### src/rtl/pixie_pkg.sv
// Shared definitions for the pixie display DMA path.
//   - dma_state_e : display DMA sequencer states
//   - SC_DMA      : CPU state code that marks a DMA cycle
//   - NTSC_*      : default raster geometry (cycles/line, lines/frame,
//                   first and last DMA display line)
//   - in_range    : inclusive 9-bit line range test
package pixie_pkg;

    typedef enum logic [1:0] {
        IDLE = 2'd0,
        WAIT = 2'd1,
        REQ  = 2'd2,
        DONE = 2'd3
    } dma_state_e;

    localparam logic [1:0] SC_DMA = 2'b10;

    localparam int NTSC_CYCLES_PER_LINE = 14;
    localparam int NTSC_LINES_PER_FRAME = 262;
    localparam int NTSC_DISPLAY_START   = 80;
    localparam int NTSC_DISPLAY_END     = 207;

    function automatic logic in_range(input logic [8:0] v,
                                      input logic [8:0] lo,
                                      input logic [8:0] hi);
        return (v >= lo) && (v <= hi);
    endfunction

endpackage

### src/rtl/pixie_raster_counter.sv
// Machine-cycle / scanline position counter for the pixie display.
// Shared with the video back end so both sides agree on raster position.
// Ports:
//   clk, reset   : clock, synchronous active-high reset
//   tick         : one machine-cycle boundary (clk_enable && TPA)
//   cycle_num    : machine cycle within the line, 0..CYCLES_PER_LINE-1
//   line_num     : scanline, 0..LINES_PER_FRAME-1
//   line_end     : combinational, this tick wraps the cycle counter
//   frame_start  : registered one-clk pulse, line_num has just wrapped to 0
module pixie_raster_counter
    import pixie_pkg::*;
#(
    parameter int CYCLES_PER_LINE = NTSC_CYCLES_PER_LINE,
    parameter int LINES_PER_FRAME = NTSC_LINES_PER_FRAME
) (
    input  logic       clk,
    input  logic       reset,
    input  logic       tick,
    output logic [3:0] cycle_num,
    output logic [8:0] line_num,
    output logic       line_end,
    output logic       frame_start
);

    localparam logic [3:0] CYC_LAST  = 4'(CYCLES_PER_LINE - 1);
    localparam logic [8:0] LINE_LAST = 9'(LINES_PER_FRAME - 1);

    logic [3:0] cycle_q, cycle_d;
    logic [8:0] line_q, line_d;
    logic       frame_start_q, frame_start_d;
    logic       frame_end;

    always_comb begin
        cycle_d       = cycle_q;
        line_d        = line_q;
        line_end      = tick && (cycle_q == CYC_LAST);
        frame_end     = line_end && (line_q == LINE_LAST);
        // Registered alongside line_q so the pulse lands in the same clk
        // that line_num reads 0.
        frame_start_d = frame_end;
        if (tick) begin
            cycle_d = (cycle_q == CYC_LAST) ? 4'd0 : cycle_q + 4'd1;
        end
        if (line_end) begin
            line_d = frame_end ? 9'd0 : line_q + 9'd1;
        end
    end

    always_ff @(posedge clk) begin
        if (reset) begin
            cycle_q       <= 4'd0;
            line_q        <= 9'd0;
            frame_start_q <= 1'b0;
        end else begin
            cycle_q       <= cycle_d;
            line_q        <= line_d;
            frame_start_q <= frame_start_d;
        end
    end

    assign cycle_num   = cycle_q;
    assign line_num    = line_q;
    assign frame_start = frame_start_q;

endmodule

### src/rtl/pixie_dma_scheduler.sv
// CDP1861-style display DMA sequencer in the CPU machine-cycle domain.
// Requests DMA-out on display lines, captures the bytes into the video
// line buffer, and drives INT / EFx timing to the CDP1802.
// Ports:
//   clk, reset         : clock, synchronous active-high reset
//   clk_enable         : CPU clock enable, qualifies every bus sample
//   TPA, TPB, SC       : CPU timing pulses and state code (10 = DMA)
//   disp_on, disp_off  : display enable / disable strobes (off wins)
//   dma_data           : CPU data bus during DMA-out
//   DMAO               : DMA-out request, active low
//   INT, EFx           : interrupt request / display status flag
//   line_wr_*          : one-clk line buffer write (byte index, data)
//   line_num           : current scanline
//   frame_start        : one-clk pulse when line_num wraps to 0
//   dma_short          : one-clk pulse, line ended with bytes missing
// Optional build macro PIXIE_DMA_STATS_EN adds dma_bytes_frame: the number
// of bytes captured in the previous frame, latched at frame_start.
module pixie_dma_scheduler
    import pixie_pkg::*;
#(
    parameter int CYCLES_PER_LINE = NTSC_CYCLES_PER_LINE,
    parameter int LINES_PER_FRAME = NTSC_LINES_PER_FRAME,
    parameter int DISPLAY_START   = NTSC_DISPLAY_START,
    parameter int DISPLAY_END     = NTSC_DISPLAY_END,
    parameter int INT_LEAD        = 2,
    parameter int EF_LEAD         = 4,
    parameter int BYTES_PER_LINE  = 8,
    parameter int DMA_FIRST_CYCLE = 2
) (
    input  logic       clk,
    input  logic       reset,
    input  logic       clk_enable,
    input  logic       TPA,
    input  logic       TPB,
    input  logic [1:0] SC,
    input  logic       disp_on,
    input  logic       disp_off,
    input  logic [7:0] dma_data,
    output logic       DMAO,
    output logic       INT,
    output logic       EFx,
    output logic       line_wr_en,
    output logic [2:0] line_wr_addr,
    output logic [7:0] line_wr_data,
    output logic [8:0] line_num,
    output logic       frame_start,
    output logic       dma_short
`ifdef PIXIE_DMA_STATS_EN
    ,
    output logic [10:0] dma_bytes_frame
`endif
);

    localparam logic [8:0] DISP_LO   = 9'(DISPLAY_START);
    localparam logic [8:0] DISP_HI   = 9'(DISPLAY_END);
    localparam logic [8:0] INT_LO    = 9'(DISPLAY_START - INT_LEAD);
    localparam logic [8:0] INT_HI    = 9'(DISPLAY_START - 1);
    localparam logic [8:0] EF_TOP_LO = 9'(DISPLAY_START - EF_LEAD);
    localparam logic [8:0] EF_BOT_LO = 9'(DISPLAY_END - EF_LEAD + 1);
    localparam logic [3:0] REQ_CYCLE = 4'(DMA_FIRST_CYCLE - 1);
    localparam logic [3:0] BYTES_CNT = 4'(BYTES_PER_LINE);

    logic       tick, cap, on_evt, off_evt, line_end;
    logic       last_byte;
    logic [3:0] cycle_num;

    dma_state_e state_q, state_d;
    logic [3:0] byte_cnt_q, byte_cnt_d;
    logic       disp_en_q, disp_en_d;
    logic       dmao_q, dmao_d;
    logic       int_q, int_d;
    logic       efx_q, efx_d;
    logic       wr_en_q, wr_en_d;
    logic [2:0] wr_addr_q, wr_addr_d;
    logic [7:0] wr_data_q, wr_data_d;
    logic       short_q, short_d;

    assign tick    = clk_enable && TPA;
    assign cap     = clk_enable && TPB && (SC == SC_DMA);
    assign on_evt  = clk_enable && disp_on;
    assign off_evt = clk_enable && disp_off;

    pixie_raster_counter #(
        .CYCLES_PER_LINE (CYCLES_PER_LINE),
        .LINES_PER_FRAME (LINES_PER_FRAME)
    ) u_raster (
        .clk         (clk),
        .reset       (reset),
        .tick        (tick),
        .cycle_num   (cycle_num),
        .line_num    (line_num),
        .line_end    (line_end),
        .frame_start (frame_start)
    );

    always_comb begin
        state_d    = state_q;
        byte_cnt_d = byte_cnt_q;
        wr_en_d    = 1'b0;
        wr_addr_d  = wr_addr_q;
        wr_data_d  = wr_data_q;
        short_d    = 1'b0;
        last_byte  = (byte_cnt_q == BYTES_CNT - 4'd1);

        disp_en_d = disp_en_q;
        if (off_evt) begin
            disp_en_d = 1'b0;
        end else if (on_evt) begin
            disp_en_d = 1'b1;
        end

        case (state_q)
            IDLE: begin
                if (disp_en_q) state_d = WAIT;
            end
            WAIT: begin
                // Arm one cycle early so DMAO is low for the whole of
                // the first DMA machine cycle.
                if (tick && (cycle_num == REQ_CYCLE) &&
                    in_range(line_num, DISP_LO, DISP_HI)) begin
                    state_d    = REQ;
                    byte_cnt_d = 4'd0;
                end
            end
            REQ: begin
                if (cap) begin
                    wr_en_d    = 1'b1;
                    wr_addr_d  = byte_cnt_q[2:0];
                    wr_data_d  = dma_data;
                    byte_cnt_d = (byte_cnt_q == BYTES_CNT) ? byte_cnt_q
                                                           : byte_cnt_q + 4'd1;
                    if (last_byte) state_d = DONE;
                end
                // The CPU never granted the full line: give up at end of line.
                if (line_end && !(cap && last_byte)) begin
                    short_d = 1'b1;
                    state_d = WAIT;
                end
            end
            DONE: begin
                if (line_end) state_d = WAIT;
            end
            default: state_d = IDLE;
        endcase

        // Disabling drops any partial line silently.
        if (off_evt) begin
            state_d = IDLE;
            wr_en_d = 1'b0;
            short_d = 1'b0;
        end

        dmao_d = (state_d != REQ);
        int_d  = disp_en_q && in_range(line_num, INT_LO, INT_HI);
        efx_d  = in_range(line_num, EF_TOP_LO, INT_HI) ||
                 in_range(line_num, EF_BOT_LO, DISP_HI);
    end

    always_ff @(posedge clk) begin
        if (reset) begin
            state_q    <= IDLE;
            byte_cnt_q <= 4'd0;
            disp_en_q  <= 1'b0;
            dmao_q     <= 1'b1;
            int_q      <= 1'b0;
            efx_q      <= 1'b0;
            wr_en_q    <= 1'b0;
            wr_addr_q  <= 3'd0;
            wr_data_q  <= 8'd0;
            short_q    <= 1'b0;
        end else begin
            state_q    <= state_d;
            byte_cnt_q <= byte_cnt_d;
            disp_en_q  <= disp_en_d;
            dmao_q     <= dmao_d;
            int_q      <= int_d;
            efx_q      <= efx_d;
            wr_en_q    <= wr_en_d;
            wr_addr_q  <= wr_addr_d;
            wr_data_q  <= wr_data_d;
            short_q    <= short_d;
        end
    end

    assign DMAO         = dmao_q;
    assign INT          = int_q;
    assign EFx          = efx_q;
    assign line_wr_en   = wr_en_q;
    assign line_wr_addr = wr_addr_q;
    assign line_wr_data = wr_data_q;
    assign dma_short    = short_q;

`ifdef PIXIE_DMA_STATS_EN
    localparam logic [8:0] LINE_LAST = 9'(LINES_PER_FRAME - 1);

    logic [10:0] bytes_cnt_q, bytes_cnt_d;
    logic [10:0] bytes_out_q, bytes_out_d;
    logic        frame_end;

    always_comb begin
        // Same event that makes frame_start pulse next clk, so the latched
        // total appears together with frame_start.
        frame_end   = line_end && (line_num == LINE_LAST);
        bytes_out_d = bytes_out_q;
        bytes_cnt_d = bytes_cnt_q + {10'd0, wr_en_d};
        if (frame_end) begin
            bytes_out_d = bytes_cnt_q;
            bytes_cnt_d = {10'd0, wr_en_d};
        end
    end

    always_ff @(posedge clk) begin
        if (reset) begin
            bytes_cnt_q <= 11'd0;
            bytes_out_q <= 11'd0;
        end else begin
            bytes_cnt_q <= bytes_cnt_d;
            bytes_out_q <= bytes_out_d;
        end
    end

    assign dma_bytes_frame = bytes_out_q;
`endif

endmodule

### config.mk
export PLATFORM = sky130hd
export DESIGN_NAME = pixie_dma_scheduler
export DESIGN_NICKNAME = d
export VERILOG_FILES = /design/src/rtl/pixie_pkg.sv /design/src/rtl/pixie_raster_counter.sv /design/src/rtl/pixie_dma_scheduler.sv
export SDC_FILE = /design/constraint.sdc
export NUM_CORES = 1
export LEC_CHECK = 0
export BUFFER_PORTS_ARGS = -buffer_cell sky130_fd_sc_hd__buf_4
export CORE_AREA = 2 2 58 60
export DETAILED_ROUTE_END_ITERATION = 16
export DIE_AREA = 0 0 60 62
export GPL_TIMING_DRIVEN = 0
export PLACE_DENSITY = 0.88
export REMOVE_ABC_BUFFERS = 1
export SLEW_MARGIN = 20
export SYNTH_ARGS = -nofsm -noshare
export SYNTH_HDL_FRONTEND = slang
export SYNTH_HIERARCHICAL = 1
export SYNTH_SLANG_ARGS = --single-unit
export TNS_END_PERCENT = 50
### constraint.sdc
create_clock -name clk -period 3.9 [get_ports clk]
set_input_delay 0.78 -clock clk [delete_from_list [all_inputs] [get_ports clk]]
set_output_delay 0.78 -clock clk [all_outputs]
set_load 0.01 [all_outputs]
==> summary.md, run 1 <==
Of all nets on the critical path, the largest fanout is 8. The area of the mapped netlist is 1690 um^2, and the cell leakage power is 0.000789 uW. After filler insertion, the fill cell instance count of the layout stands at 258. By area the synthesized netlist is led by sky130_fd_sc_hd__dfxtp_1 (44%), sky130_fd_sc_hd__nand2_1 (6.7%), sky130_fd_sc_hd__xnor2_1 (4.7%).

Combined buffer and inverter count along the critical path: 1. The clock net in this run drives a total of 37 sinks. After the first detailed-routing iteration, the DRC count stood at 65.

For this run, the leading register cell type out of synthesis is sky130_fd_sc_hd__dfxtp_1. The count of final hold-check violations is 0, and the max-slew violation count is 0. The routed via count divided by cell count was 5.22. The floorplan step defined a die boundary enclosing 3720 um^2.

The post-CTS setup buffer count was 0; the chip height was 62 um. The tools report the final worst clock skew as 0.00837 ns. The run finished with clean final reports. The share of the clock period used by the worst path after layout was 45.8%; the number of distinct library cells after synthesis was 46. The run gives 187 as the number of instances in the synthesized netlist. In this run the tightest slew margin relative to its limit is 51.3%. The routed layout has 1442 vias. The average footprint of a synthesized cell was 9.04 um^2. After synthesis, the most frequently instantiated cells are sky130_fd_sc_hd__dfxtp_1 (37), sky130_fd_sc_hd__nand2_1 (30), sky130_fd_sc_hd__nor2_1 (17), sky130_fd_sc_hd__a21oi_1 (15), sky130_fd_sc_hd__xnor2_1 (9).

The number of detailed-routing iterations run before antenna repair was 4; the total grt overflow was 0. Of all flip-flops after synthesis, the portion carrying an async set or reset was 0%. For the worst-skew pair, the clock arrives at the later sink with an insertion delay of 0.33 ns. The run gives 2 as the maximum level of the CTS H-tree.

Dominant cell by count in the synthesized netlist: sky130_fd_sc_hd__dfxtp_1. Setup slack on the critical path of the routed design comes to 2.11 ns. Clock tree synthesis inserted a total of 5 buffers. Setup violations remaining at the end of the flow were counted as 0.

The congestion estimate from routability-driven global placement came to 0.835. The largest single stage delay on the critical path is 0.49 ns. For this run, the number of Yosys warnings is 6. The starting utilization of the core area is 53.2%. The floorplan step defined a core boundary enclosing 3180 um^2. After synthesis, flip-flops and latches occupy 43.8% of the total area.

The worst setup path is launched from a flop. At the placement stage, the worst setup path has a slack of 1.79 ns. In the final routed layout, each cell accounts on average for 12.4 um. For the pin with the worst max-slew slack, the measured transition is 0.728 ns. At the worst endpoint, the required time is 3.12 ns.

For this design the ratio of total power to cell area is 297 nW/um^2. For this design, the slowest cell found on the critical path is sky130_fd_sc_hd__dfxtp_1. The number of buffers inserted for hold repair after clock tree synthesis is 0, and the number of I/O port buffers is 42. The run gives 27 as the maximum number of pins on one net before global-route repair.

After clock tree synthesis, the clock-pin slew on the worst setup and hold paths is 0.10 ns. DRC violation count after routing: 0. The tool flagged a number of max-cap violations equal to 0. Static timing analysis puts the maximum clock frequency at 560 MHz. The tools report the peak ir drop on the vdd network as 0.000211 V. Endpoint kind of the worst setup timing path: a primary output.

TritonCTS built the clock tree. Global routing consumed, over all layers together, 20.5% of the routing resources. Of all cell types, the one taking the most synthesized area is sky130_fd_sc_hd__dfxtp_1. The clock root buffer was sky130_fd_sc_hd__clkbuf_4. The tools report the initial antenna violation count as 0. The start-to-end type of the worst setup path was flop to primary output. The horizontal die dimension is 60 um, and the clock tree buffer depth is 2. The top-area cell type share of the netlist area was 43.8%. Setup repair after global routing left no endpoint under its margin. Wire length of the first global-routing pass: 5.68 mm. The clock period could shrink to 1.79 ns. Gates resized during post-CTS repair numbered 0. The kind of cell with the highest combined delay along the critical path is flip-flops. Accumulated negative setup slack: 0 ns.

Row count: 21. Traced cell by cell, the critical path runs through buf_4. For this design the top-level I/O count stands at 43. The half-perimeter wire length of the detailed placement result was 2.51 mm. The post-synthesis to final-layout area growth is 23.7%, and the number of antenna repair diodes is 0.

For the sum of routed wire length over all layers, the log shows 3.42 mm. Kind of path behind the tightest hold check: flop to flop. At the end of the flow, the number of nets in the layout was 251. Of the cells placed in the final design, the portion with a size suffix greater than 1 is 27.4%. The number of synthesized flops with an enable pin works out to 0. Counting flops and latches in the post-synthesis netlist gives 37. Once detail routing completed, the nets flagged for antenna violations numbered 0.

The via count of the first global-routing pass is 1255. Data arrives at the worst endpoint at 1.01 ns.
==> cell usage in the layout (no fill, tap or decap), drive strengths merged, types with 3 or more instances in the layout <==
cell type,netlist,final
nand4,4,4
nor2,20,20
nor4b,3,3
ha,4,4
a211oi,3,3
dfxtp,37,37
xnor2,9,9
buf,4,42
nand3,5,5
nor3,8,8
nor3b,3,3
o21ai,4,4
nand2,30,30
clkbuf,2,7
a21oi,15,15
inv,7,7
nand2b,3,3
==> registers in the layout, summed over array words and instances, names as in the netlist <==
register	flops
dma_short	1
DMAO	1
byte_cnt_q	4
line_wr_data	8
u_raster/frame_start	1
u_raster/cycle_num	4
INT	1
EFx	1
disp_en_q	1
line_wr_addr	3
state_q	2
u_raster/line_num	9
line_wr_en	1
==> kinds of logic (layout without fill, tap and decap cells) <==
family / after synthesis / in the layout / share of synthesized area (%)
simple gates: 91 / 91 / 30.8
buf+inv: 13 / 56 / 3.18
flops: 37 / 37 / 43.8
compound gates: 31 / 31 / 13.5
fa+ha+maj: 4 / 4 / 2.96
xor+xnor: 11 / 11 / 5.70
==> area by class of cell <==
| cell class | instances | area (um^2) | share of cell area (%) |
|---|---|---|---|
| clock buffer | 7 | 55.1 | 2.63 |
| inverter | 7 | 26.3 | 1.26 |
| multi-input combinational | 137 | 896 | 42.8 |
| sequential | 37 | 741 | 35.4 |
| tap | 46 | 57.6 | 2.75 |
| timing repair buffer | 42 | 315 | 15.1 |
==> power breakdown <==
part           internal [uW]  switching (uW)
Clock                   85.1             116
Combinational           18.2            17.0
Sequential               380            3.98
Total                    484             137
==> worst paths after layout <==
path | to | cells past startpoint | slack (ns) | startpoint
worst min register to register | line_wr_data[7]$_SDFFE_PP0P_ | 2 | 0.46 | line_wr_data[7]$_SDFFE_PP0P_
worst max register to register | u_raster/line_num[3]$_SDFFE_PP0P_ | 5 | 2.29 | u_raster/line_num[0]$_SDFFE_PP0P_
worst min-delay path | line_wr_data[7]$_SDFFE_PP0P_ | 2 | 0.46 | line_wr_data[7]$_SDFFE_PP0P_
worst max-delay path | line_num[4] | 1 | 2.11 | u_raster/line_num[4]$_SDFFE_PP0P_
==> worst reg2reg max path: stages (launching register included) <==
cell                       delay [ns]
sky130_fd_sc_hd__dfxtp_1         0.43
sky130_fd_sc_hd__ha_1            0.18
sky130_fd_sc_hd__nor4bb_1        0.28
sky130_fd_sc_hd__nand4_1         0.17
sky130_fd_sc_hd__nand2b_1        0.34
sky130_fd_sc_hd__nor2_1          0.10
==> through the flow <==
step | cells | util (%) | area (um^2) | total power (uW) | hold slack, ns
after floorplan | 181 | - | 1660 | 406 | 0.431
after global placement | 269 | 64.0 | 2040 | 427 | 0.442
after detailed placement | 269 | 64.0 | 2040 | 428 | 0.449
after CTS | 276 | 65.8 | 2090 | 625 | 0.464
after global routing | 276 | 65.8 | 2090 | 647 | 0.479
final | 276 | 65.8 | 2090 | 620 | 0.460
==> per-layer routing <==
layer  up-vias  GRT usage [%]  wire length (um)
li1        739              -                 -
met1       656           27.7              1620
met2        45           30.1              1570
met3         2           6.83               181
met4         0           8.57                40
met5         -              0                 0
No activity file was read; power rests on OpenSTA's default activity.
==> run 2, diff against run 1 <==
- CORE_AREA: 2 2 58 60 -> 2 2 61 63
- DIE_AREA: 0 0 60 62 -> 0 0 63 65
- PLACE_DENSITY: 0.88 -> 0.81
- clock period: 3.9 -> 1.74 ns (I/O delays scaled with it)
==> run 2 against run 1 <==
Wire length grew 2.5%. Global-route usage down 2.4 points. Sequential share of layout area down 0.19 points. Worst hold slack worse by 0.22 ns. Power is 130% higher. Clock power is 130% higher. Die area is 10% higher. Flip-flop and latch count unchanged. Final cell count increased by 0.72%. Largest power group unchanged.
==> summary.md, run 2 (synthesis results as in run 1) <==
The clock tree buffer depth came out at 2 (unchanged). The max-slew violation count came out at 0 (unchanged). The logs give 66.2% (was 51.3%) for the relative max-transition margin and 22 (was 21) for the row count. The worst hold slack is 0.238 ns (was 0.460 ns). The logs give 43 (unchanged) for the total I/O pin count and 3.50 mm (was 3.42 mm) for the sum of routed wire length over all layers.

The share of power burned in the clock network is 32.8% (was 32.4%). The maximum fanout encountered on the critical timing path works out to 9 (was 8). The reported net switching power was 317 uW (was 137 uW). For the peak ir drop on the vdd network, the log shows 0.000346 V (was 0.000211 V). Setup repair after global routing left no endpoint under its margin. The slew of the pin with the lowest slew margin was 0.506 ns (was 0.728 ns); the power consumption was 1400 uW (was 620 uW).

The run gives 61.5% (was 61.9%) as the part of the total power dissipated in sequential elements. The run gives 5 (unchanged) as the TritonCTS buffer count. Most common library cell in the layout ignoring fill and taps: sky130_fd_sc_hd__buf_4 (unchanged).

The required arrival time at the worst endpoint is 1.96 ns (was 3.12 ns), and the final worst clock skew is 0.0159 ns (was 0.00837 ns). The maximum number of pins on one net before global-route repair was 27 (unchanged); the core box area was 3500 um^2 (was 3180 um^2). Starting utilization of the core area: 48.4% (was 53.2%). The startpoint of the lowest-slack register-to-register path is u_raster/line_num[0]$_SDFFE_PP0P_ (unchanged). The post-synthesis to final-layout area growth is 24.4% (was 23.7%). Leading cell types in the layout, fill and taps excluded: sky130_fd_sc_hd__buf_4 (42), sky130_fd_sc_hd__dfxtp_1 (37), sky130_fd_sc_hd__nand2_1 (30) (unchanged).

The horizontal die dimension is 63 um (was 60 um), and the net switching share of the total power is 22.6% (was 22.0%). The flow ran to the end, and the final reports show no timing, DRC or antenna violations. The routed via count divided by cell count was 5.26 (was 5.22); the DRC violation count after routing was 0 (unchanged).

The run gives 0 (unchanged) as the initial antenna violation count. The chip height works out to 65 um (was 62 um). The clock root buffer is sky130_fd_sc_hd__clkbuf_4 (unchanged). The clock-pin slew on the worst setup and hold paths was 0.10 ns (about the same); the total via count in the routed design was 1462 (was 1442). The total grt overflow was 0 (unchanged); the flip-flop count of the largest register after layout was 9 (unchanged). The kind of path behind the tightest hold check is primary input to flop (was flop to flop). The total track usage came out at 18.1% (was 20.5%). The endpoint kind of the worst setup timing path was a flop (was a primary output). The logs give 37 (unchanged) for the clock net sink count and 0 (unchanged) for the number of antenna repair diodes.

The final routed wire length divided by cell count is 12.6 um (was 12.4 um). The post-CTS setup buffer count was 0 (unchanged). The post-layout instance count excluding filler cells was 278 (was 276); the number of I/O port buffers was 42 (unchanged). Start-to-end type of the worst setup path: flop to flop (was flop to primary output). For the detailed router's first-iteration violation count, the log shows 77 (was 65). The area enclosed by the die boundary came out at 4100 um^2 (was 3720 um^2). The worst hold path startpoint was disp_on (was line_wr_data[7]$_SDFFE_PP0P_). The via count of the first global-routing pass was 1273 (was 1255). The combinational fraction of design power is 5.6% (was 5.7%), and the wire length of the first global-routing pass is 5.88 mm (was 5.68 mm). The tools report the placed cell count as 271 (was 269). TritonCTS built the clock tree.

The ratio of total power to cell area was 666 nW/um^2 (was 297 nW/um^2). The tools report the nature of the critical path startpoint as a flop (unchanged). The last weighted congestion value of the routability-driven placer was 0.769 (was 0.835). The run gives 0.34 ns (was 0.33 ns) as the clock latency reported for the late side of the worst-skew pair.

The logs give 0 (unchanged) for the final count of negative-setup-slack endpoints and 4 (unchanged) for the number of detailed-routing iterations run before antenna repair. The number of max-cap violations was 0 (unchanged). For the data arrival time at the worst-slack endpoint, the log shows 1.77 ns (was 1.01 ns). The worst path uses 88.9% of the clock period.

The run gives 251 (unchanged) as the final net count. The run gives 2.49 mm (was 2.51 mm) as the half-perimeter wire length of the detailed placement result. The fraction of layout cells with a size suffix above 1 is 28.7% (was 27.4%).

Post-route minimum period: 1.55 ns. The count of final hold-check violations is 0 (unchanged), and the highest clock rate is 646 MHz. The tools report the post-detailed-route count of antenna-violating nets as 0 (unchanged). The maximum level of the CTS H-tree was 2 (unchanged). The hold path depth works out to 3 (was 2). The tools report the worst-case hold path end point as disp_en_q$_SDFFE_PP0P_ (was line_wr_data[7]$_SDFFE_PP0P_).

The cell leakage power is 0.000788 uW (was 0.000789 uW). The worst flop-to-flop path endpoint is u_raster/line_num[4]$_SDFFE_PP0P_ (was u_raster/line_num[3]$_SDFFE_PP0P_). The register-to-register setup slack came out at 0.19 ns (was 2.29 ns). The logic depth of the worst register-to-register path came out at 5 (unchanged).

Internal power of the cells: 1080 uW (was 484 uW).
run 2: worst max-delay path by stage:
stage	start	endpoint	slack, ns
after floorplan	u_raster/line_num[0]$_SDFFE_PP0P_	u_raster/line_num[0]$_SDFFE_PP0P_	0.31
after global placement	SC[0]	byte_cnt_q[2]$_SDFFE_PP0P_	0.04
after detailed placement	SC[0]	byte_cnt_q[2]$_SDFFE_PP0P_	-0.03
final	u_raster/line_num[0]$_SDFFE_PP0P_	u_raster/line_num[4]$_SDFFE_PP0P_	0.19
after global routing	state_q[0]$_SDFF_PP0_	state_q[1]$_SDFF_PP0_	0.07
after CTS	u_raster/line_num[0]$_SDFFE_PP0P_	u_raster/line_num[4]$_SDFFE_PP0P_	0.07
run 2: stage by stage:
step,setup slack (ns),TNS (ns),instance area (um^2),utilization (%)
3_5_place_dp,-0.0283,-0.0283,2040,58.3
4_1_cts,0.0727,0,2100,60.0
2_1_floorplan,0.315,0,1660,-
5_1_grt,0.0660,0,2100,60.1
6_report,0.193,0,2100,60.1
3_3_place_gp,0.0354,0,2040,58.3
run 2: power by group through the flow:
| stage | logic [uW] | clock network [uW] | registers, uW |
|---|---|---|---|
| 2_1_floorplan | 32.4 | 0 | 878 |
| 3_3_place_gp | 77.3 | 0 | 880 |
| 3_5_place_dp | 78.6 | 0 | 880 |
| 4_1_cts | 78.8 | 475 | 861 |
| 5_1_grt | 86.2 | 513 | 863 |
| 6_report | 78.9 | 459 | 861 |
run 2: layout make-up:
| cell class | count | area, um^2 |
|---|---|---|
| clock buffer | 6 | 51.3 |
| tap | 48 | 60.1 |
| fill | 330 | 1390 |
| timing repair buffer | 42 | 315 |
| inverter | 7 | 26.3 |
| sequential | 37 | 741 |
| multi-input combinational | 137 | 901 |
| clock inverter | 1 | 7.51 |
run 2: metal layers:
metal	global-route usage (%)	part of all wire (%)	vias up
li1	-	-	737
met1	23.8	46	680
met3	4.51	4.3	6
met5	0	0	-
met2	28.6	48	39
met4	7.22	1.5	0
run 2: what timing repair did:
item,in CTS,in global routing
endpoints found under the setup margin,0,14
gates resized for setup,0,2
hold buffers,0,0
run 2: worst max-delay path: stages, from the launching register on:
cell and delay (ns):
sky130_fd_sc_hd__dfxtp_1 0.46, sky130_fd_sc_hd__ha_1 0.18, sky130_fd_sc_hd__nor4bb_1 0.32, sky130_fd_sc_hd__nand4_1 0.18
sky130_fd_sc_hd__nand2b_2 0.22, sky130_fd_sc_hd__nor2_1 0.08
